--- src/rtl/radio_seq_pkg.sv ---
// Shared types for the RF front-end enable sequencer: state encoding and a
// helper that identifies the states timed by the shared down-counter.
package radio_seq_pkg;

  typedef enum logic [2:0] {
    IDLE   = 3'd0,
    WARMUP = 3'd1,
    RX_ON  = 3'd2,
    TX_ON  = 3'd3,
    TURN   = 3'd4,
    RAMPDN = 3'd5
  } state_t;

  function automatic logic is_timed(input state_t s);
    return (s == WARMUP) || (s == TURN) || (s == RAMPDN);
  endfunction

endpackage

--- src/rtl/seq_down_cnt.sv ---
// Load/decrement counter with a zero flag. Saturates at zero and never wraps;
// a load in the same cycle as a decrement wins.
module seq_down_cnt #(
  parameter int CNT_W = 8
) (
  input  logic             ck,
  input  logic             arst,
  input  logic             load,
  input  logic [CNT_W-1:0] load_val,
  input  logic             dec,
  output logic             zero
);

  logic [CNT_W-1:0] cnt;

  always_ff @(posedge ck or posedge arst) begin
    if (arst) begin
      cnt <= '0;
    end else if (load) begin
      cnt <= load_val;
    end else if (dec && (cnt != '0)) begin
      cnt <= cnt - 1'b1;
    end
  end

  assign zero = (cnt == '0);

endmodule

--- src/rtl/radio_en_sequencer.sv ---
// Sequences synth warm-up, RX/TX path enable, RX<->TX turnaround and ramp-down
// from the synchronised radio enable / rx-select levels.
module radio_en_sequencer
  import radio_seq_pkg::*;
#(
  parameter int CNT_W      = 8,
  parameter int WARMUP_CYC = 16,
  parameter int TURN_CYC   = 4,
  parameter int RAMPDN_CYC = 8
) (
  input  logic       ck,
  input  logic       arst,
  input  logic       radio_en_s2,
  input  logic       rx_en_s2,
  output logic       synth_en,
  output logic       lna_en,
  output logic       pa_en,
  output logic       busy,
  output logic       ready_pulse,
  output logic       abort_pulse,
  output logic [2:0] state_o
);

  if ((WARMUP_CYC < 1) || (WARMUP_CYC > (1 << CNT_W))) begin : g_bad_warmup
    $error("WARMUP_CYC out of range 1..2**CNT_W");
  end
  if ((TURN_CYC < 1) || (TURN_CYC > (1 << CNT_W))) begin : g_bad_turn
    $error("TURN_CYC out of range 1..2**CNT_W");
  end
  if ((RAMPDN_CYC < 1) || (RAMPDN_CYC > (1 << CNT_W))) begin : g_bad_rampdn
    $error("RAMPDN_CYC out of range 1..2**CNT_W");
  end

  localparam logic [CNT_W-1:0] WARMUP_LD = CNT_W'(WARMUP_CYC - 1);
  localparam logic [CNT_W-1:0] TURN_LD   = CNT_W'(TURN_CYC - 1);
  localparam logic [CNT_W-1:0] RAMPDN_LD = CNT_W'(RAMPDN_CYC - 1);

  state_t           state;
  state_t           next_state;
  logic             abort;
  logic             entering;
  logic             cnt_load;
  logic [CNT_W-1:0] cnt_load_val;
  logic             cnt_dec;
  logic             cnt_zero;

  // Enable drop beats terminal count; the RX/TX target is the rx level seen
  // on the terminal edge, so toggles during TURN are absorbed.
  always_comb begin
    next_state = state;
    abort      = 1'b0;
    case (state)
      IDLE: begin
        if (radio_en_s2) next_state = WARMUP;
      end
      WARMUP, TURN: begin
        if (!radio_en_s2) begin
          next_state = RAMPDN;
          abort      = 1'b1;
        end else if (cnt_zero) begin
          next_state = rx_en_s2 ? RX_ON : TX_ON;
        end
      end
      RX_ON: begin
        if (!radio_en_s2)  next_state = RAMPDN;
        else if (!rx_en_s2) next_state = TURN;
      end
      TX_ON: begin
        if (!radio_en_s2)  next_state = RAMPDN;
        else if (rx_en_s2) next_state = TURN;
      end
      RAMPDN: begin
        if (cnt_zero) next_state = IDLE;
      end
      default: next_state = IDLE;
    endcase
  end

  assign entering = (next_state != state);
  assign cnt_load = entering && is_timed(next_state);
  assign cnt_dec  = is_timed(state);

  always_comb begin
    cnt_load_val = WARMUP_LD;
    if (next_state == TURN)   cnt_load_val = TURN_LD;
    if (next_state == RAMPDN) cnt_load_val = RAMPDN_LD;
  end

  seq_down_cnt #(
    .CNT_W (CNT_W)
  ) u_cnt (
    .ck       (ck),
    .arst     (arst),
    .load     (cnt_load),
    .load_val (cnt_load_val),
    .dec      (cnt_dec),
    .zero     (cnt_zero)
  );

  // Outputs are decoded from the next state so they line up with state_o.
  always_ff @(posedge ck or posedge arst) begin
    if (arst) begin
      state       <= IDLE;
      synth_en    <= 1'b0;
      lna_en      <= 1'b0;
      pa_en       <= 1'b0;
      busy        <= 1'b0;
      ready_pulse <= 1'b0;
      abort_pulse <= 1'b0;
    end else begin
      state       <= next_state;
      synth_en    <= (next_state != IDLE);
      lna_en      <= (next_state == RX_ON);
      pa_en       <= (next_state == TX_ON);
      busy        <= (next_state != IDLE);
      ready_pulse <= entering && ((next_state == RX_ON) || (next_state == TX_ON));
      abort_pulse <= abort;
    end
  end

  assign state_o = state;

endmodule

--- config.mk ---
export PLATFORM = sky130hd
export DESIGN_NAME = radio_en_sequencer
export DESIGN_NICKNAME = d
export VERILOG_FILES = /design/src/rtl/radio_seq_pkg.sv /design/src/rtl/seq_down_cnt.sv /design/src/rtl/radio_en_sequencer.sv
export SDC_FILE = /design/constraint.sdc
export NUM_CORES = 1
export LEC_CHECK = 0
export CORE_ASPECT_RATIO = 1.5
export CORE_UTILIZATION = 54
export CTS_CLUSTER_SIZE = 8
export DETAILED_ROUTE_END_ITERATION = 7
export PLACE_DENSITY = 0.87
export SYNTH_ARGS = -nofsm -noshare
export SYNTH_HDL_FRONTEND = slang
export SYNTH_HIERARCHICAL = 1
export SYNTH_SLANG_ARGS = --single-unit
export TNS_END_PERCENT = 20
--- constraint.sdc ---
create_clock -name ck -period 2.7 [get_ports ck]
set_input_delay 0.675 -clock ck [delete_from_list [all_inputs] [get_ports ck]]
set_output_delay 0.675 -clock ck [all_outputs]
set_load 0.01 [all_outputs]
==> results of run 1 <==
-- flip-flops by register name (all words and copies together) (netlist names) --
name and cells:
abort_pulse 1, pa_en 1, lna_en 1, state_o 3, ready_pulse 1, busy 1, u_cnt/cnt 8
-- worst paths after layout --
| kind | from | endpoint | slack (ps) |
|---|---|---|---|
| max | state_o[2] | state_o[2] | 450 |
| min | u_cnt/cnt[3] | u_cnt/cnt[3] | 570 |
| max reg2reg | u_cnt/cnt[0] | u_cnt/cnt[3] | 590 |
| min reg2reg | u_cnt/cnt[3] | u_cnt/cnt[3] | 570 |
| max in group asynchronous | arst | u_cnt/cnt[5] | 1800 |
| min in group asynchronous | arst | state_o[2] | 650 |
-- through the flow --
| stage | util (%) | hold WS, ps | power (mW) | cells |
|---|---|---|---|---|
| 2_1_floorplan | - | 490.7 | 0.7427 | 119 |
| 3_3_place_gp | 65.21 | 523.4 | 0.8337 | 148 |
| 3_5_place_dp | 65.21 | 552.0 | 0.8589 | 148 |
| 4_1_cts | 66.44 | 567.3 | 0.9864 | 151 |
| 5_1_grt | 66.44 | 625.2 | 1.063 | 151 |
| 6_report | 66.44 | 568.0 | 0.9871 | 151 |
-- logic make-up after synthesis --
family	synth area share, %
flip-flops	37.87
other	0.7103
multiplexers	1.065
XOR/XNOR	4.970
AND/OR/NAND/NOR	26.15
AO/OA/AOI/OAI	20.59
adder cells (fa/ha/maj)	2.366
buffers and inverters	6.272
-- per-layer routing --
metal  vias up  track usage [%]  share of wire, %
met5         -                0                 0
met4         0            13.78               1.4
met3         6            3.600               4.5
met2        35            33.90                49
met1       408            31.13                45
li1        440                -                 -
-- final cells by class --
cell class	instances	area, µm²	area share (%)
multi-input combinational	91	605.6	49.79
inverter	5	18.77	1.543
tap	21	26.28	2.160
clock buffer	3	22.52	1.852
sequential	16	400.4	32.92
timing repair buffer	15	142.6	11.73
-- power by group through the flow --
stage	combinational (mW)	clock, mW	sequential, mW
final	0.443	0.127	0.417
after global routing	0.495	0.138	0.430
after CTS	0.442	0.130	0.415
after detailed placement	0.439	0	0.420
after global placement	0.423	0	0.411
after floorplan	0.352	0	0.391
-- layout by cell type (no fill, tap or decap), drive strengths merged, types with 2 or more instances in the layout --
| master | n |
|---|---|
| nor3 | 3 |
| nand2 | 11 |
| o31ai | 2 |
| a21oi | 6 |
| conb | 6 |
| xor2 | 4 |
| buf | 3 |
| and2b | 2 |
| nor2b | 5 |
| dfrtp | 16 |
| nor3b | 4 |
| nor2 | 6 |
| o21ai | 12 |
| clkdlybuf4s50 | 12 |
| ha | 2 |
| a22oi | 2 |
| inv | 5 |
| nand2b | 2 |
| clkbuf | 3 |
| o22ai | 2 |
| xnor2 | 2 |
| nand3 | 2 |
==> out/results.tsv, run 1 <==
metric	value	unit
number of flops mapped to enable cells by yosys	0	
floorplan core area	1831	µm²
final routed wire length divided by cell count	13.83	µm
number of slew-limit violations in the final report	0	
fraction of layout instances using a drive strength above 1	10.77	%
leakage power figure	0.4846	nW
critical path's slowest cell	sky130_fd_sc_hd__dfrtp_1	
first-pass GRT wire length	3539	µm
count of pins on the block boundary	13	
total of hold buffers inserted after clock tree synthesis	0	
count of inserted antenna diode cells	0	
data required time of the worst path	2030	ps
leading post-synthesis cells by instance count	16 x sky130_fd_sc_hd__dfrtp_1, 11 x sky130_fd_sc_hd__nand2_1, 6 x sky130_fd_sc_hd__a21oi_1, 6 x sky130_fd_sc_hd__o21ai_0	
share of synthesized area occupied by flip-flops and latches	37.87	%
sort of element at the end of the critical path	output pin	
Final setup viols	0	
height of the die	56.19	µm
Max-Cap Viols	0	
area of the die	2143	µm²
number of antenna violations at the first check in global routing	0	
Port Buffers	12	
layout net count	138	
clock skew after layout	9.686	ps
maximum clock rate	0.4436	GHz
cell family contributing the most delay on the critical path	flip-flops	
number of CTS-inserted buffers	3	
worst-path cell chain	clkdlybuf4s50_1	
first-pass iteration count of the detailed router	4	
top_reg_cell synth	sky130_fd_sc_hd__dfrtp_1	
post-CTS repair timing setup buffer count	0	
internal power	0.5802	mW
CTS tree	built	
arrival time at the worst endpoint	1580	ps
post-synth top area cell	sky130_fd_sc_hd__dfrtp_1	
GRT Util Overall	23.15	%
Max transition margin	53.04	%
share of total power consumed by net switching	41.23	%
critical path's largest stage delay	650	ps
path depth of the worst reg2reg path	9	
result of the run	complete, no violations	
type of element launching the critical path	register	
count of cell instances traversed by the critical path	1	
sequential share of power	42.2	%
most frequently used cell type in the post-synthesis netlist	sky130_fd_sc_hd__dfrtp_1	
slew at the pin closest to its max-slew limit	694.6	ps
cells taking the most area after synthesis	sky130_fd_sc_hd__dfrtp_1 38%, sky130_fd_sc_hd__nand2_1 3.9%, sky130_fd_sc_hd__xor2_1 3.3%	
violation count after the first detailed-route iteration	40	
Final GP Congestion	0.8495	
FFs w/ async S/R, synth	100.0	%
via count of the first global-routing pass	810	
total detailed-routing wirelength	2088	µm
die width	38.13	µm
Buf/Inv on CP	1	
clock network fraction of total power	12.9	%
mean post-synth cell area	9.194	µm²
largest net degree at the start of global routing	18	
kind of critical path	register to output pin	
portion of synthesized cell area occupied by the leading cell type	37.87	%
Post-DP Area	1194	µm²
IR Drop Worst-Case VDD	0.4890	mV
Hold Path Stages	1	
Pwr Density	811.7	nW/µm²
share of power burned in combinational logic	44.9	%
area growth from synthesis to final layout	15.03	%
type of the worst min-delay path	register to register	
finished layout cell area	1216	µm²
count of clock tree sinks	16	
clk slew on worst S/H paths	100	ps
total number of yosys warnings	6	
initial core utilization	57.76	%
clock tree buffer depth	2	
via count normalized by instance count	5.887	
hold violation total from the final report	0	
Resize count post-CTS	0	
sum of negative setup slack	0	ps
number of core rows	19	
Critical Path Fanout Max	17	
Psw	0.4070	mW
remaining routing DRC violations	0	
CTS H-tree depth	1	
portion of the clock cycle consumed by the worst path in the final layout	83.49	%
Cell variety after synth	45	
unrepaired setup endpoints after global routing	no	
Vias	889	
clock tree root buffer cell	sky130_fd_sc_hd__clkbuf_4	
Synth Cell Area	1057	µm²
worst skew pair latency	290	ps
post-route antenna net violation count	0	
gate count after technology mapping	115	
total of flip-flops plus latches after synthesis	16	
final HPWL from detailed placement	1568	µm
worst slack at placement	294.5	ps
Final Critical Period	2254	ps
overflow left after global routing	0	
filler cell count	144	
Worst Setup Slack, final	445.8	ps
No activity file was read; power rests on OpenSTA's default activity.
==> run 2: changes to the inputs <==
==> constraint.sdc (replaced) <==
create_clock -name ck -period 2.4 [get_ports ck]
set_input_delay 0.6 -clock ck [delete_from_list [all_inputs] [get_ports ck]]
set_output_delay 0.6 -clock ck [all_outputs]
set_load 0.01 [all_outputs]
==> run 2 against run 1 <==
  * Sequential power rose by 9.6%
  * Hold slack worse by 26 ps
  * Utilization up 0.82 points
  * Setup slack worse by 180 ps
  * Highest routed layer unchanged
==> out/results.tsv, run 2 (synthesis gave the netlist of run 1 again) <==
metric	value	unit
internal power	0.6575	mW
clk slew on worst S/H paths	90	ps
via count normalized by instance count	5.869	
initial core utilization	57.76	%
arrival time at the worst endpoint	1530	ps
GRT Util Overall	23.03	%
Critical Path Fanout Max	17	
overflow left after global routing	0	
Final setup viols	0	
Psw	0.4452	mW
kind of critical path	register to output pin	
remaining routing DRC violations	0	
worst hold path endpoint	u_cnt/cnt[3]	
hold_sp	u_cnt/cnt[3]	
Hold Path Stages	1	
worst skew pair latency	280	ps
startpoint of the worst register-to-register path	u_cnt/cnt[0]	
via count of the first global-routing pass	860	
type of the worst min-delay path	register to register	
count of pins on the block boundary	13	
worst flop-to-flop path endpoint	u_cnt/cnt[3]	
Resize count post-CTS	0	
Final Core Density	67.26	%
commonest cells after routing, fill and taps aside	16 x sky130_fd_sc_hd__dfrtp_1, 12 x sky130_fd_sc_hd__clkdlybuf4s50_1, 11 x sky130_fd_sc_hd__nand2_1	
GRT met1 Usage	28.91	%
clock tree root buffer cell	sky130_fd_sc_hd__clkbuf_4	
largest net degree at the start of global routing	18	
leakage power figure	0.4936	nW
clock network fraction of total power	12.3	%
worst setup path start	state_o[2]	
Max-Cap Viols	0	
path depth of the worst reg2reg path	9	
layout net count	140	
die width	38.13	µm
total of hold buffers inserted after clock tree synthesis	0	
number of core rows	19	
total design power	1.103	mW
unrepaired setup endpoints after global routing	no	
final HPWL from detailed placement	1542	µm
slew at the pin closest to its max-slew limit	646.0	ps
portion of the clock cycle consumed by the worst path in the final layout	88.91	%
total detailed-routing wirelength	2003	µm
Pwr Density	895.7	nW/µm²
Final GP Congestion	0.8928	
most used routing layer	met2	
leading cell type in the layout, fill and taps excluded	sky130_fd_sc_hd__dfrtp_1	
area growth from synthesis to final layout	16.45	%
critical path's largest stage delay	630	ps
share of total power consumed by net switching	40.38	%
GRT met3 Usage	2.400	%
fraction of layout instances using a drive strength above 1	12.12	%
clock skew after layout	7.883	ps
met2 Track Usage GR	36.80	%
clock tree buffer depth	2	
final routed wire length divided by cell count	13.09	µm
critical path's slowest cell	sky130_fd_sc_hd__dfrtp_1	
count of inserted antenna diode cells	0	
first-pass GRT wire length	3574	µm
type of element launching the critical path	register	
sort of element at the end of the critical path	output pin	
number of CTS-inserted buffers	3	
Vias	898	
hold violation total from the final report	0	
share of power burned in combinational logic	46.3	%
height of the die	56.19	µm
count of clock tree sinks	16	
cell family contributing the most delay on the critical path	flip-flops	
CTS H-tree depth	1	
result of the run	complete, no violations	
first-pass iteration count of the detailed router	4	
maximum clock rate	0.4686	GHz
post-route antenna net violation count	0	
sequential share of power	41.4	%
violation count after the first detailed-route iteration	22	
area of the die	2143	µm²
CTS tree	built	
IR Drop Worst-Case VDD	0.5283	mV
Port Buffers	12	
top register by number of flip-flops	u_cnt/cnt	
Min Hold Slack	542.1	ps
number of antenna violations at the first check in global routing	0	
floorplan core area	1831	µm²
max FFs per register	8	
data required time of the worst path	1800	ps
post-CTS repair timing setup buffer count	0	
Final Critical Period	2134	ps
Max transition margin	56.33	%
number of slew-limit violations in the final report	0	
worst-path cell chain	clkdlybuf4s50_1	
Buf/Inv on CP	1	
sum of negative setup slack	0	ps
FF-to-FF setup slack	300	ps
-- run 2: cell count changes in the layout (fill, tap and decap cells not counted) --
| cell | previous run | this run |
|---|---|---|
| sky130_fd_sc_hd__buf_4 | 3 | 5 |
-- run 2: final cells by class --
class                   count  area [µm²]
flip-flops and latches     16       400.4
repair buffers             17       157.7
inverters                   5       18.77
fillers                   146       599.3
clock buffers               3       22.52
multi-input cells          91       605.6
well taps                  21       26.28
-- run 2: worst max-delay path by stage --
stage / endpoint / slack [ps] / depth (start not counted)
6_report: state_o[2] / 270 / 1
5_1_grt: state_o[1] / 170 / 1
2_1_floorplan: u_cnt/cnt[3] / 340 / 9
4_1_cts: state_o[2] / 250 / 1
3_5_place_dp: u_cnt/cnt[3] / 160 / 7
3_3_place_gp: u_cnt/cnt[3] / 210 / 7
-- run 2: power by group through the flow --
stage               sequential, mW  clock, mW  combinational [mW]
finish                       0.457      0.135               0.511
global route                 0.472      0.151               0.575
CTS                          0.456      0.140               0.509
detailed placement           0.462          0               0.505
global placement             0.453          0               0.493
floorplan                    0.440          0               0.396
-- run 2: routing by layer --
metal / vias up / wire length, µm
met5: - / 0
met4: 0 / 34
met3: 4 / 80
met2: 31 / 1051
met1: 419 / 837
li1: 444 / -
-- run 2: metrics by stage --
stage	setup WS, ps	area (µm²)	instances
after floorplan	343.2	1072	119
after global placement	210.3	1209	150
after detailed placement	160.9	1209	150
after CTS	251.0	1231	153
after global routing	171.2	1231	153
final	266.1	1231	153
